==> src/rtl/ofm_tile_addr_gen.sv <==
// ofm_tile_addr_gen: OFM write-address walker (col, row, filter order).
// Ports: clk, rst_n, start, cfg_ofm_size, cfg_num_filter, cfg_base_addr,
//   wr_ready in; wr_valid, ofm_addr, size, filter_idx, busy, done out.
//   Optional config check via OFM_ADDR_ERR_EN adds output err.
module ofm_tile_addr_gen #(
  parameter int ADDR_WIDTH    = 22,
  parameter int SYSTOLIC_SIZE = 16,
  parameter int OFM_SIZE_MAX  = 256,
  parameter int FILTER_MAX    = 1024,
  localparam int SZ_W   = $clog2(OFM_SIZE_MAX+1),
  localparam int F_W    = $clog2(FILTER_MAX+1),
  localparam int BEAT_W = $clog2(SYSTOLIC_SIZE+1)
) (
  input  logic                  clk,
  input  logic                  rst_n,
  input  logic                  start,
  input  logic [SZ_W-1:0]       cfg_ofm_size,
  input  logic [F_W-1:0]        cfg_num_filter,
  input  logic [ADDR_WIDTH-1:0] cfg_base_addr,
  input  logic                  wr_ready,
  output logic                  wr_valid,
  output logic [ADDR_WIDTH-1:0] ofm_addr,
  output logic [BEAT_W-1:0]     size,
  output logic [F_W-1:0]        filter_idx,
  output logic                  busy,
  output logic                  done
`ifdef OFM_ADDR_ERR_EN
  ,
  output logic                  err
`endif
);

  typedef enum logic [1:0] {
    S_IDLE,
    S_RUN,
    S_DONE
  } state_t;

  localparam logic [SZ_W:0] SS = (SZ_W+1)'(SYSTOLIC_SIZE);

  state_t                r_state, w_state_nxt;
  logic [SZ_W-1:0]       r_n, w_n;
  logic [F_W-1:0]        r_f, w_f;
  logic [ADDR_WIDTH-1:0] r_rowptr, w_rowptr;
  logic [SZ_W-1:0]       r_col, w_col;
  logic [SZ_W-1:0]       r_row, w_row;
  logic [F_W-1:0]        r_fil, w_fil;
  logic                  r_skip, w_skip;
  logic                  r_valid, w_valid;
  logic [ADDR_WIDTH-1:0] r_addr, w_addr;
  logic [BEAT_W-1:0]     r_size, w_size;
  logic [F_W-1:0]        r_fidx, w_fidx;
  logic                  r_busy, w_busy;
  logic                  r_done, w_done;

  logic [SZ_W:0]         w_cs;
  logic                  w_wrap;
  logic                  w_last;
  logic                  w_zero;
  logic                  w_go;
  logic                  w_skip_go;

  function automatic logic [BEAT_W-1:0] f_size(input logic [SZ_W-1:0] rem);
    return ({1'b0, rem} < SS) ? BEAT_W'(rem) : BEAT_W'(SYSTOLIC_SIZE);
  endfunction

  assign w_zero = (cfg_ofm_size == '0) || (cfg_num_filter == '0);
  assign w_cs   = {1'b0, r_col} + SS;
  assign w_wrap = (w_cs >= {1'b0, r_n});
  assign w_last = w_wrap
               && (r_row == r_n - 1'b1)
               && (r_fil == r_f - 1'b1);

`ifdef OFM_ADDR_ERR_EN
  localparam int PW = ADDR_WIDTH + F_W + 2*SZ_W + 1;

  logic          r_err, w_err;
  logic          w_bad;
  logic [PW-1:0] w_span;

  // Last address is base + F*N*N - 1; it must fit below 2^ADDR_WIDTH.
  assign w_span = PW'(cfg_num_filter) * PW'(cfg_ofm_size)
                * PW'(cfg_ofm_size) + PW'(cfg_base_addr);
  assign w_bad  = w_zero
               || (cfg_ofm_size > SZ_W'(OFM_SIZE_MAX))
               || (cfg_num_filter > F_W'(FILTER_MAX))
               || (w_span > (PW'(1) << ADDR_WIDTH));
  assign w_go      = start & ~w_bad;
  assign w_skip_go = 1'b0;
  assign err       = r_err;

  always_comb begin
    w_err = r_err;
    if (r_state == S_IDLE && start) w_err = w_bad;
  end

  always_ff @(posedge clk) begin
    if (!rst_n) r_err <= 1'b0;
    else        r_err <= w_err;
  end
`else
  // Empty layer: no beats, but still a done pulse.
  assign w_go      = start & ~w_zero;
  assign w_skip_go = start & w_zero;
`endif

  always_comb begin
    w_state_nxt = r_state;
    w_n         = r_n;
    w_f         = r_f;
    w_rowptr    = r_rowptr;
    w_col       = r_col;
    w_row       = r_row;
    w_fil       = r_fil;
    w_skip      = r_skip;
    w_valid     = r_valid;
    w_addr      = r_addr;
    w_size      = r_size;
    w_fidx      = r_fidx;
    w_done      = 1'b0;
    unique case (r_state)
      S_IDLE: begin
        if (w_go) begin
          w_state_nxt = S_RUN;
          w_n         = cfg_ofm_size;
          w_f         = cfg_num_filter;
          w_rowptr    = cfg_base_addr;
          w_col       = '0;
          w_row       = '0;
          w_fil       = '0;
          w_valid     = 1'b1;
          w_addr      = cfg_base_addr;
          w_size      = f_size(cfg_ofm_size);
          w_fidx      = '0;
        end else if (w_skip_go) begin
          w_state_nxt = S_DONE;
          w_skip      = 1'b1;
        end
      end
      S_RUN: begin
        if (r_valid && wr_ready) begin
          if (w_last) begin
            w_state_nxt = S_DONE;
            w_valid     = 1'b0;
            w_done      = 1'b1;
          end else begin
            if (!w_wrap) begin
              w_col = w_cs[SZ_W-1:0];
            end else begin
              w_col    = '0;
              // Row pointer strides by N straight across filter edges.
              w_rowptr = r_rowptr + ADDR_WIDTH'(r_n);
              if (r_row == r_n - 1'b1) begin
                w_row = '0;
                w_fil = r_fil + 1'b1;
              end else begin
                w_row = r_row + 1'b1;
              end
            end
            w_addr = w_rowptr + ADDR_WIDTH'(w_col);
            w_size = f_size(r_n - w_col);
            w_fidx = w_fil;
          end
        end
      end
      S_DONE: begin
        // Skip path spends one extra DONE cycle so done lands at start+2.
        if (r_skip) begin
          w_skip = 1'b0;
          w_done = 1'b1;
        end else begin
          w_state_nxt = S_IDLE;
        end
      end
      default: w_state_nxt = S_IDLE;
    endcase
    w_busy = (w_state_nxt != S_IDLE);
  end

  always_ff @(posedge clk) begin
    if (!rst_n) begin
      r_state  <= S_IDLE;
      r_n      <= '0;
      r_f      <= '0;
      r_rowptr <= '0;
      r_col    <= '0;
      r_row    <= '0;
      r_fil    <= '0;
      r_skip   <= 1'b0;
      r_valid  <= 1'b0;
      r_addr   <= '0;
      r_size   <= '0;
      r_fidx   <= '0;
      r_busy   <= 1'b0;
      r_done   <= 1'b0;
    end else begin
      r_state  <= w_state_nxt;
      r_n      <= w_n;
      r_f      <= w_f;
      r_rowptr <= w_rowptr;
      r_col    <= w_col;
      r_row    <= w_row;
      r_fil    <= w_fil;
      r_skip   <= w_skip;
      r_valid  <= w_valid;
      r_addr   <= w_addr;
      r_size   <= w_size;
      r_fidx   <= w_fidx;
      r_busy   <= w_busy;
      r_done   <= w_done;
    end
  end

  assign wr_valid   = r_valid;
  assign ofm_addr   = r_addr;
  assign size       = r_size;
  assign filter_idx = r_fidx;
  assign busy       = r_busy;
  assign done       = r_done;

endmodule

==> config.mk <==
export PLATFORM = sky130hd
export DESIGN_NAME = ofm_tile_addr_gen
export DESIGN_NICKNAME = d
export VERILOG_FILES = /design/src/rtl/ofm_tile_addr_gen.sv
export SDC_FILE = /design/constraint.sdc
export NUM_CORES = 1
export LEC_CHECK = 0
export CAP_MARGIN = 20
export CORE_MARGIN = 10
export CORE_UTILIZATION = 52
export DETAILED_ROUTE_END_ITERATION = 12
export PLACE_DENSITY_LB_ADDON = 0.3
export REMOVE_ABC_BUFFERS = 1
export SLEW_MARGIN = 20
export SYNTH_ARGS = -nofsm -noshare
export SYNTH_HDL_FRONTEND = slang
export SYNTH_SLANG_ARGS = --single-unit
==> constraint.sdc <==
create_clock -name clk -period 4.65 [get_ports clk]
set_clock_uncertainty 0.15 [all_clocks]
set_input_delay 0.465 -clock clk [delete_from_list [all_inputs] [get_ports clk]]
set_output_delay 0.465 -clock clk [all_outputs]
set_load 0.01 [all_outputs]
# Word-level counts from Yosys, hierarchy flattened
# Cells that the tools add are included.
# word_totals
inputBits	46
word_cells	109
out_inout_bits	41
register_bits	104
# op_classes
muxes	53
n_eq_ne	13
n_bitwise	3
addsub	8
n_reduce_logical	16
magnitude_cmp	3
# ops
operator	n
22-bit two-way mux	9
9-bit two-way mux	11
22-bit case mux with 2 select lines	2
11-bit two-way mux	5
22-bit by 9-bit adder with 22-bit output	2
9-bit case mux with 2 select lines	2
5-bit two-way mux	5
11-bit case mux with 2 select lines	1
9-bit by 5-bit less-than comparator with 1-bit output, second input constant	2
2-bit != test, second input constant	7
11-bit by 1-bit adder with 11-bit output, second input constant	1
11-bit equality test	1
11-bit zero test	1
11-bit by 1-bit subtractor with 11-bit output, second input constant	1
9-bit by 5-bit adder with 10-bit output, second input constant	1
10-bit by 9-bit greater-or-equal comparator with 1-bit output	1
2-bit two-way mux	5
5-bit case mux with 2 select lines	1
9-bit by 1-bit adder with 9-bit output, second input constant	1
9-bit equality test	1
9-bit zero test	1
9-bit by 1-bit subtractor with 9-bit output, second input constant	1
9-bit subtractor	1
1-bit two-way mux	8
16 further kinds	25

# Longest topological paths before layout
# Gate-level depths: netlist (run 1).
# logic_depth
word_depth	13
depth_mapped	24
mapped_depth_nobuf	22

# Least setup slack after synthesis (run 1)
# Ideal clock, no wire load.
# synth_timing
path_kind	register -> register
from	register r_col[4]
to	register r_addr[19] (netlist: ofm_addr[19])
n_path_buf	2
slack_ns	-0.028
path_stages_with_launch	24
t_arrival_ns	4.441
t_required_ns	4.413
cell_sequence	dfxtp_1 > ha_1 > nand3_1 > xnor2_1 > ha_1 > and3_1 > nand3_1 > o211ai_1 > or2_2 > clkbuf_1 > clkbuf_1 > nor2_1 > a21oi_1 > ha_1 > a21oi_1 > o21ai_0 > o21a_1 > o21ai_0 > a21oi_1 > o211ai_1 > inv_1 > a21o_1 > and4_1 > o31ai_1
# synth_via
elab_chain_cells	10
# synth_lines
element	line_no	text
from (decl)	45	logic [SZ_W-1:0] r_col, w_col;
from (signal assigned)	201	r_col <= w_col;
9-bit by 5-bit adder with 10-bit output (*)	68	assign w_cs = {1'b0, r_col} + SS;
10-bit by 9-bit greater-or-equal comparator with 1-bit output	69	assign w_wrap = (w_cs >= {1'b0, r_n});
22-bit two-way mux or 9-bit two-way mux (tied branches)	147	if (!w_wrap) begin
22-bit two-way mux or 9-bit two-way mux (tied branches)	142	if (w_last) begin
22-bit two-way mux or 9-bit two-way mux (tied branches)	141	if (r_valid && wr_ready) begin
22-bit two-way mux or 9-bit two-way mux (tied branches)	121	unique case (r_state)
22-bit by 9-bit adder with 22-bit output	160	w_addr = w_rowptr + ADDR_WIDTH'(w_col);
22-bit two-way mux	142	
22-bit two-way mux	141	
22-bit case mux with 2 select lines	121	
to (signal assigned)	206	r_addr <= w_addr;
to (decl)	50	logic [ADDR_WIDTH-1:0] r_addr, w_addr;
# Mark *: on every way between the ends. The rest lies on a longest branch, timed or not. The select of a mux whose other input is x is not followed.
# A chain may end at the register's enable or synchronous reset.

# Worst setup path after layout (run 1)
# layout_timing
from	register r_col[4]
to	register r_size[4] (netlist: size[4])
# layout_via
elab_chain_cells	12
# layout_lines
element	line_no	text
9-bit by 5-bit adder with 10-bit output (*)	68	
10-bit by 9-bit greater-or-equal comparator with 1-bit output	69	
9-bit two-way mux	147	
9-bit two-way mux	142	
9-bit two-way mux	141	
9-bit two-way mux	121	
9-bit subtractor	161	w_size = f_size(r_n - w_col);
9-bit by 5-bit less-than comparator with 1-bit output	64	return ({1'b0, rem} < SS) ? BEAT_W'(rem) : BEAT_W'(SYSTOLIC_SIZE);
5-bit two-way mux	64	
5-bit two-way mux	142	
5-bit two-way mux	141	
5-bit case mux with 2 select lines	121	
to (signal assigned)	207	r_size <= w_size;
to (decl)	51	logic [BEAT_W-1:0] r_size, w_size;
# Marks and branches as above.

==> results of run 1 <==
==> layout make-up <==
type	count	share of cell area (%)
clock buffers	10	2.63
clock inverters	5	0.474
inverters	43	1.85
multi-input cells	738	56.1
flip-flops and latches	104	24.0
well taps	180	2.58
repair buffers	114	12.4
==> timing repair <==
item                       CTS  global route
pin swaps                    0             4
setup endpoints to repair    1            19
gates resized for setup      1            22
==> cells in the final DEF (no fill, tap or decap), drive strengths merged, types with 5 or more instances in the layout <==
cell type      Yosys  final
xor2              26     26
a211o              5      5
o211ai            10     10
nand2b             8      8
nand3             22     22
buf               12     28
xnor2             42     42
nor3              19     19
and2              11     11
mux2i             36     36
nor4b              5      5
a221oi             7      7
inv               43     45
clkbuf            31     10
a21oi             57     57
nand4             18     18
dfxtp            104    104
clkdlybuf4s50      0     86
ha                45     45
nor4               7      7
a21o              16     16
o21a               7      7
a22oi              7      7
nand2             74     74
a31oi             25     25
nor2             124    124
a211oi            20     20
nor2b             13     13
o21ai             66     66
and3              13     13
==> through the flow <==
stage	total power, uW	area (um^2)	util [%]	setup slack, ps
floorplan	1550	7070	-	89.2
global placement	1830	8390	60.9	116
detailed placement	1840	8390	60.9	-3.20
CTS	2570	8660	62.9	59.1
global route	2710	8720	63.3	-42.5
finish	2560	8720	63.3	243
==> logic make-up after synthesis <==
family / Yosys count / share of synthesized area (%)
and+or+nand+nor: 338 / 22.8
adders and majority gates: 48 / 8.60
AOI/OAI and AO/OA: 247 / 21.9
muxes: 37 / 5.13
DFF: 104 / 28.7
buffers and inverters: 86 / 4.66
xor gates and xnor gates: 68 / 8.22
==> power groups by stage <==
stage | combinational (uW) | clock, uW | sequential (uW)
final | 819 | 724 | 1020
after global routing | 911 | 770 | 1030
after CTS | 809 | 741 | 1020
after detailed placement | 800 | 0 | 1040
after global placement | 792 | 0 | 1040
after floorplan | 506 | 0 | 1050
==> Yosys cell counts (all sizes together) (16+ instances only) <==
| master | n | area, um^2 |
|---|---|---|
| nand2 | 74 | 278 |
| nor2 | 124 | 465 |
| mux2i | 36 | 360 |
| inv | 43 | 161 |
| a31oi | 25 | 156 |
| a21oi | 57 | 300 |
| a21o | 16 | 120 |
| nand4 | 18 | 119 |
| ha | 45 | 563 |
| clkbuf | 31 | 116 |
| xor2 | 26 | 228 |
| o21ai | 66 | 330 |
| nand3 | 22 | 110 |
| a211oi | 20 | 150 |
| nor3 | 19 | 100 |
| dfxtp | 104 | 2080 |
| xnor2 | 42 | 368 |
==> worst max-delay path: stages, from the launching register on <==
cell and delay, ps:
sky130_fd_sc_hd__dfxtp_4 380, sky130_fd_sc_hd__ha_2 280, sky130_fd_sc_hd__ha_1 290, sky130_fd_sc_hd__and3_1 190, sky130_fd_sc_hd__a221oi_1 270, sky130_fd_sc_hd__nor2b_1 160
sky130_fd_sc_hd__nor2_1 160, sky130_fd_sc_hd__buf_4 200, sky130_fd_sc_hd__nand2_1 110, sky130_fd_sc_hd__ha_1 280, sky130_fd_sc_hd__nor2b_1 120, sky130_fd_sc_hd__o21ai_0 180
sky130_fd_sc_hd__a21boi_0 160, sky130_fd_sc_hd__o21ai_0 290, sky130_fd_sc_hd__a21oi_1 130, sky130_fd_sc_hd__xor2_1 170, sky130_fd_sc_hd__nor4_2 310, sky130_fd_sc_hd__buf_4 190
sky130_fd_sc_hd__nor3_1 50, sky130_fd_sc_hd__a21oi_1 130, sky130_fd_sc_hd__nor2_1 50
==> registers in the layout, summed over array words and instances, names as in the netlist <==
register and flops:
r_state 2, r_f 11, wr_valid 1, filter_idx 11, r_rowptr 22, r_col 9, r_skip 1, size 5
r_n 9, busy 1, ofm_addr 22, r_row 9, done 1
==> worst paths after layout <==
check | cells past startpoint | slack (ps) | endpoint | from
setup reg to reg | 20 | 240 | size[4]$_SDFFE_PN0P_ | r_col[4]$_SDFFE_PN0P_
setup / recovery | 20 | 240 | size[4]$_SDFFE_PN0P_ | r_col[4]$_SDFFE_PN0P_
hold / removal | 1 | 320 | r_col[0]$_SDFFE_PN0P_ | r_col[0]$_SDFFE_PN0P_
hold reg to reg | 1 | 320 | r_col[0]$_SDFFE_PN0P_ | r_col[0]$_SDFFE_PN0P_
==> routing by layer <==
layer	share of wire, %	routed length, um
met1	46	8860
met3	6.7	1290
met5	0	0
met4	0.88	170
met2	46	8940
==> run_summary.xml, run 1 <==
<?xml version="1.0" encoding="UTF-8"?>
<metrics>
  <group name="run_status">
    <metric name="outcome" unit="">finished clean</metric>
  </group>
  <group name="worst_setup_path">
    <metric name="worst_setup_path_end_kind" unit="">flip-flop</metric>
    <metric name="timing.critical_path.fanout_max" unit="">10</metric>
    <metric name="arr_time_crit_path" unit="ps">4470</metric>
    <metric name="timing.critical_path.from_type" unit="">flip-flop</metric>
    <metric name="criticalPathCategory" unit="">flip-flop to flip-flop</metric>
    <metric name="timing.critical_path.required" unit="ps">4710</metric>
  </group>
  <group name="final_layout">
    <metric name="post_route_cells_drive_above_1_share" unit="%">7.99</metric>
    <metric name="multi_input_area" unit="um^2">4890</metric>
    <metric name="filler_cell_count_in_the_final_layout" unit="">1239</metric>
    <metric name="num_antenna_cells" unit="">0</metric>
    <metric name="area_growth" unit="%">20.3</metric>
    <metric name="final_cells" unit="">1194</metric>
    <metric name="final_net_count" unit="">1104</metric>
    <metric name="seqCellArea" unit="um^2">2090</metric>
  </group>
  <group name="timing">
    <metric name="rsz0062_at_grt" unit="">true</metric>
    <metric name="clock.fmax" unit="GHz">0.227</metric>
    <metric name="finalSetupTns" unit="ps">0</metric>
    <metric name="max_transition_viols_final" unit="">0</metric>
    <metric name="worstMarginPinSlew" unit="ps">857</metric>
    <metric name="timing.max_slew.rel_slack" unit="%">42.5</metric>
    <metric name="timing.final.hold_violations" unit="">0</metric>
    <metric name="fin_crit" unit="ps">4410</metric>
    <metric name="timing.final.setup_violations" unit="">0</metric>
    <metric name="whs" unit="ps">316</metric>
    <metric name="min_period_over_period" unit="%">94.8</metric>
  </group>
  <group name="flow_run">
    <metric name="maxCapViolations" unit="">0</metric>
  </group>
  <group name="pwr">
    <metric name="power.sequential.fraction" unit="%">39.8</metric>
    <metric name="power_frac_comb" unit="%">31.9</metric>
    <metric name="p_int" unit="uW">1700</metric>
    <metric name="switching_pwr" unit="uW">867</metric>
    <metric name="pwr-share-clk" unit="%">28.2</metric>
    <metric name="vdd.ir_drop.worst" unit="mV">0.219</metric>
    <metric name="total_leakage_power" unit="uW">0.00354</metric>
    <metric name="sw_frac_of_total" unit="%">33.8</metric>
    <metric name="power-per-cell-area" unit="nW/um^2">294</metric>
  </group>
  <group name="global_route">
    <metric name="grt-ovfl-total" unit="">0</metric>
    <metric name="top_usage_layer" unit="">met2</metric>
    <metric name="use_met1" unit="%">25.9</metric>
    <metric name="grt_usage" unit="%">19.4</metric>
    <metric name="grt_first_pass_wirelength" unit="mm">31.9</metric>
    <metric name="use_met3" unit="%">4.73</metric>
    <metric name="antenna_found_initial" unit="">0</metric>
    <metric name="grt_start_max_net_pins" unit="">63</metric>
    <metric name="groute.layer.met2.usage" unit="%">30.8</metric>
    <metric name="first_global_vias" unit="">6377</metric>
  </group>
  <group name="synth">
    <metric name="async_reset_ff_share" unit="%">0</metric>
    <metric name="syn_avg_cell_area" unit="um^2">7.81</metric>
    <metric name="ys_warn_count" unit="">0</metric>
    <metric name="syn_area" unit="um^2">7240</metric>
    <metric name="postSynth.topFlopCell" unit="">sky130_fd_sc_hd__dfxtp_1</metric>
    <metric name="netlist-cell-type-count" unit="">72</metric>
    <metric name="register_area_share_after_synthesis" unit="%">28.7</metric>
    <metric name="syn_inst_count" unit="">928</metric>
    <metric name="synth-edff-count" unit="">0</metric>
    <metric name="flops_latches_synth" unit="">104</metric>
  </group>
  <group name="drt">
    <metric name="detail_route.wl_per_cell" unit="um">16.1</metric>
    <metric name="num_vias" unit="">6970</metric>
    <metric name="drt_iter0_drc" unit="">535</metric>
    <metric name="first_pass_iters" unit="">5</metric>
    <metric name="post-route-drc-count" unit="">0</metric>
    <metric name="drt-total-wl" unit="mm">19.3</metric>
    <metric name="route.antenna.remaining_nets" unit="">0</metric>
    <metric name="route.detailed.vias_per_inst" unit="">5.84</metric>
  </group>
  <group name="clock_tree">
    <metric name="cts.root.buffer_cell" unit="">sky130_fd_sc_hd__clkbuf_16</metric>
    <metric name="tritoncts_num_sinks" unit="">104</metric>
    <metric name="cts_buffers" unit="">9</metric>
    <metric name="postCtsSetupRepairBufs" unit="">0</metric>
    <metric name="cts_max_level" unit="">3</metric>
    <metric name="cts-hold-fix-buffers" unit="">0</metric>
    <metric name="tritoncts" unit="">yes</metric>
    <metric name="clock_tree.buffer_depth" unit="">2</metric>
    <metric name="clk_pin_slew" unit="ps">70</metric>
    <metric name="clk_latency" unit="ps">360</metric>
  </group>
  <group name="placed_design">
    <metric name="dp_hpwl" unit="mm">14.1</metric>
    <metric name="place.port_buffers" unit="">86</metric>
    <metric name="placed_cells" unit="">1179</metric>
    <metric name="globalplace.congestion" unit="">0.926</metric>
  </group>
  <group name="floorplan">
    <metric name="die_h" unit="um">138</metric>
    <metric name="die_width" unit="um">138</metric>
    <metric name="die_area" unit="um^2">19100</metric>
    <metric name="pin_count" unit="">87</metric>
    <metric name="std_cell_rows" unit="">43</metric>
    <metric name="design.core.area" unit="um^2">13800</metric>
    <metric name="floorplan.initialDensity" unit="%">52.6</metric>
  </group>
  <group name="hold_path">
    <metric name="hp-class" unit="">flip-flop to flip-flop</metric>
  </group>
</metrics>
Power figures use the tool's default switching activity.
==> inputs of run 2 (changes only) <==
--- a/config.mk
+++ b/config.mk
@@ -7,7 +7,7 @@
 export LEC_CHECK = 0
 export CAP_MARGIN = 20
 export CORE_MARGIN = 10
-export CORE_UTILIZATION = 52
+export CORE_UTILIZATION = 55
 export DETAILED_ROUTE_END_ITERATION = 12
 export PLACE_DENSITY_LB_ADDON = 0.3
 export REMOVE_ABC_BUFFERS = 1
==> constraint.sdc (replaced) <==
create_clock -name clk -period 5.7 [get_ports clk]
set_clock_uncertainty 0.15 [all_clocks]
set_input_delay 0.57 -clock clk [delete_from_list [all_inputs] [get_ports clk]]
set_output_delay 0.57 -clock clk [all_outputs]
set_load 0.01 [all_outputs]
==> run 2 against run 1 <==
Net effect: sequential share of layout area up 0.26 points; flip-flop and latch count unchanged; first-iteration DRC count up 0.56%; critical path depth up 1; count of clock-buffer cells in the layout unchanged; via count down 0.55%; routed wire length down 3.8%; fmax down 14%; combinational power down 22%; die area down 4.7%; highest routed layer unchanged; sequential power down 18%.
==> run_summary.xml, run 2 (synthesized netlist as in run 1, its figures left out) <==
<?xml version="1.0" encoding="UTF-8"?>
<metrics>
  <group name="run_status">
    <metric name="outcome" unit="">finished clean</metric>
  </group>
  <group name="pwr">
    <metric name="power-per-cell-area" unit="nW/um^2">256</metric>
    <metric name="total_power_draw" unit="uW">2200</metric>
    <metric name="vdd.ir_drop.worst" unit="mV">0.185</metric>
    <metric name="power_frac_comb" unit="%">28.9</metric>
    <metric name="sw_frac_of_total" unit="%">31.4</metric>
    <metric name="switching_pwr" unit="uW">690</metric>
    <metric name="pwr-share-clk" unit="%">32.9</metric>
    <metric name="power.sequential.fraction" unit="%">38.1</metric>
    <metric name="p_int" unit="uW">1510</metric>
    <metric name="total_leakage_power" unit="uW">0.00350</metric>
  </group>
  <group name="worst_setup_path">
    <metric name="timing.critical_path.fanout_max" unit="">19</metric>
    <metric name="criticalPathCategory" unit="">flip-flop to flip-flop</metric>
    <metric name="r2r_cells" unit="">21</metric>
    <metric name="cp_num_buf_inv" unit="">1</metric>
    <metric name="crit_cells" unit="">21</metric>
    <metric name="timing.critical_path.from_type" unit="">flip-flop</metric>
    <metric name="crit_chain" unit="">ha_1 -&gt; nand3_1 -&gt; xnor2_1 -&gt; ha_1 -&gt; and3_1 -&gt; nand3_1 -&gt; o211ai_1 -&gt; or2_2 -&gt; nor2_1 -&gt; a21oi_1 -&gt; ha_1 -&gt; a21oi_1 -&gt; o21ai_0 -&gt; o21a_1 -&gt; o21ai_0 -&gt; a21oi_1 -&gt; o211ai_1 -&gt; inv_1 -&gt; a21o_1 -&gt; and4_1 -&gt; o31ai_1</metric>
    <metric name="peak_per_stage_delay_on_the_critical_path" unit="ps">440</metric>
    <metric name="worst_setup_path_end_kind" unit="">flip-flop</metric>
    <metric name="cpLargestDelayFamily" unit="">compound AO/OA/AOI/OAI gates</metric>
    <metric name="arr_time_crit_path" unit="ps">5240</metric>
    <metric name="timing.critical_path.required" unit="ps">5820</metric>
    <metric name="critical-path-slowest-cell" unit="">sky130_fd_sc_hd__or2_2</metric>
  </group>
  <group name="global_route">
    <metric name="grt_first_pass_wirelength" unit="mm">31.4</metric>
    <metric name="grt_start_max_net_pins" unit="">41</metric>
    <metric name="antenna_found_initial" unit="">0</metric>
    <metric name="grt_usage" unit="%">20.5</metric>
    <metric name="grt-ovfl-total" unit="">0</metric>
    <metric name="first_global_vias" unit="">6516</metric>
  </group>
  <group name="clock_tree">
    <metric name="post_cts_resize_count" unit="">0</metric>
    <metric name="postCtsSetupRepairBufs" unit="">0</metric>
    <metric name="tritoncts_num_sinks" unit="">104</metric>
    <metric name="clk_pin_slew" unit="ps">70</metric>
    <metric name="clock_tree.buffer_depth" unit="">2</metric>
    <metric name="cts_max_level" unit="">3</metric>
    <metric name="cts_buffers" unit="">9</metric>
    <metric name="tritoncts" unit="">yes</metric>
    <metric name="cts.root.buffer_cell" unit="">sky130_fd_sc_hd__clkbuf_16</metric>
    <metric name="cts-hold-fix-buffers" unit="">0</metric>
    <metric name="clk_latency" unit="ps">360</metric>
  </group>
  <group name="timing">
    <metric name="fin_crit" unit="ps">5120</metric>
    <metric name="clock.fmax" unit="GHz">0.195</metric>
    <metric name="max_transition_viols_final" unit="">0</metric>
    <metric name="min_period_over_period" unit="%">89.8</metric>
    <metric name="worstMarginPinSlew" unit="ps">850</metric>
    <metric name="timing.final.setup_violations" unit="">0</metric>
    <metric name="timing.max_slew.rel_slack" unit="%">42.9</metric>
    <metric name="finalSetupTns" unit="ps">0</metric>
    <metric name="timing.final.hold_violations" unit="">0</metric>
    <metric name="rsz0062_at_grt" unit="">false</metric>
  </group>
  <group name="floorplan">
    <metric name="pin_count" unit="">87</metric>
    <metric name="floorplan.initialDensity" unit="%">56.7</metric>
    <metric name="die_h" unit="um">135</metric>
    <metric name="die_area" unit="um^2">18200</metric>
    <metric name="die_width" unit="um">135</metric>
    <metric name="std_cell_rows" unit="">41</metric>
    <metric name="design.core.area" unit="um^2">12800</metric>
  </group>
  <group name="final_layout">
    <metric name="layout.core_utilization" unit="%">67.3</metric>
    <metric name="num_antenna_cells" unit="">0</metric>
    <metric name="post_route_cells_drive_above_1_share" unit="%">4.81</metric>
    <metric name="filler_cell_count_in_the_final_layout" unit="">1092</metric>
    <metric name="final_common_cell" unit="">sky130_fd_sc_hd__nor2_1</metric>
    <metric name="most_frequent_cells_in_the_layout" unit="">124 x sky130_fd_sc_hd__nor2_1, 104 x sky130_fd_sc_hd__dfxtp_1, 86 x sky130_fd_sc_hd__clkdlybuf4s50_1</metric>
    <metric name="final_net_count" unit="">1087</metric>
    <metric name="area_growth" unit="%">18.7</metric>
  </group>
  <group name="drt">
    <metric name="route.detailed.vias_per_inst" unit="">5.93</metric>
    <metric name="drt_iter0_drc" unit="">538</metric>
    <metric name="post-route-drc-count" unit="">0</metric>
    <metric name="route.antenna.remaining_nets" unit="">0</metric>
    <metric name="num_vias" unit="">6932</metric>
    <metric name="first_pass_iters" unit="">5</metric>
    <metric name="detail_route.wl_per_cell" unit="um">15.9</metric>
    <metric name="drt-total-wl" unit="mm">18.5</metric>
  </group>
  <group name="placed_design">
    <metric name="dp_hpwl" unit="mm">13.8</metric>
    <metric name="globalplace.congestion" unit="">0.918</metric>
    <metric name="place.port_buffers" unit="">86</metric>
  </group>
  <group name="hold_path">
    <metric name="min_path_cells" unit="">1</metric>
    <metric name="hp-class" unit="">flip-flop to flip-flop</metric>
  </group>
  <group name="flow_run">
    <metric name="maxCapViolations" unit="">0</metric>
  </group>
</metrics>
run 2: worst paths after layout:
path	startpoint	endpoint	slack [ps]
worst min register to register	r_col[0]$_SDFFE_PN0P_	r_col[0]$_SDFFE_PN0P_	320
worst max register to register	r_col[4]$_SDFFE_PN0P_	ofm_addr[19]$_SDFFE_PN0P_	580
worst min-delay path	r_col[0]$_SDFFE_PN0P_	r_col[0]$_SDFFE_PN0P_	320
worst max-delay path	r_col[4]$_SDFFE_PN0P_	ofm_addr[19]$_SDFFE_PN0P_	580
run 2: worst register-to-register path, stage by stage (launching register included):
cell	delay, ps
sky130_fd_sc_hd__dfxtp_1	410
sky130_fd_sc_hd__ha_1	210
sky130_fd_sc_hd__nand3_1	100
sky130_fd_sc_hd__xnor2_1	150
sky130_fd_sc_hd__ha_1	300
sky130_fd_sc_hd__and3_1	170
sky130_fd_sc_hd__nand3_1	80
sky130_fd_sc_hd__o211ai_1	330
sky130_fd_sc_hd__or2_2	440
sky130_fd_sc_hd__nor2_1	110
sky130_fd_sc_hd__a21oi_1	310
sky130_fd_sc_hd__ha_1	290
sky130_fd_sc_hd__a21oi_1	160
sky130_fd_sc_hd__o21ai_0	140
sky130_fd_sc_hd__o21a_1	200
sky130_fd_sc_hd__o21ai_0	230
sky130_fd_sc_hd__a21oi_1	210
sky130_fd_sc_hd__o211ai_1	260
sky130_fd_sc_hd__inv_1	140
sky130_fd_sc_hd__a21o_1	210
sky130_fd_sc_hd__and4_1	190
sky130_fd_sc_hd__o31ai_1	230
run 2: power by group through the flow:
stage / Clock (uW) / Combinational [uW] / Sequential [uW]
floorplan: 0 / 413 / 855
global placement: 0 / 622 / 852
detailed placement: 0 / 629 / 854
CTS: 730 / 636 / 837
global route: 759 / 712 / 846
finish: 724 / 636 / 838
run 2: cell type report:
class,count,area (um^2),share of cell area (%)
Sequential cell,104,2080,24.2
Inverter,43,161,1.88
Multi-Input combinational cell,738,4840,56.3
Tap cell,172,215,2.50
Timing Repair Buffer,97,956,11.1
Clock inverter,5,104,1.21
Clock buffer,10,239,2.78
run 2: per-layer routing:
layer	global-route usage [%]	wire length (um)	vias to the layer above	share of wire (%)
met5	0	0	-	0
met4	6.83	336	0	1.8
met3	5.08	1300	29	7.0
met2	33.2	8480	223	46
met1	26.0	8410	3213	45
li1	-	-	3467	-
run 2: through the flow:
stage               hold slack (ps)  cell area, um^2  setup slack [ps]  instances
floorplan                       280             7070              1140        885
global placement                292             8250               875       1154
detailed placement              297             8250               664       1154
CTS                             315             8590               610       1169
global route                    332             8600              29.9       1169
finish                          319             8600               582       1169
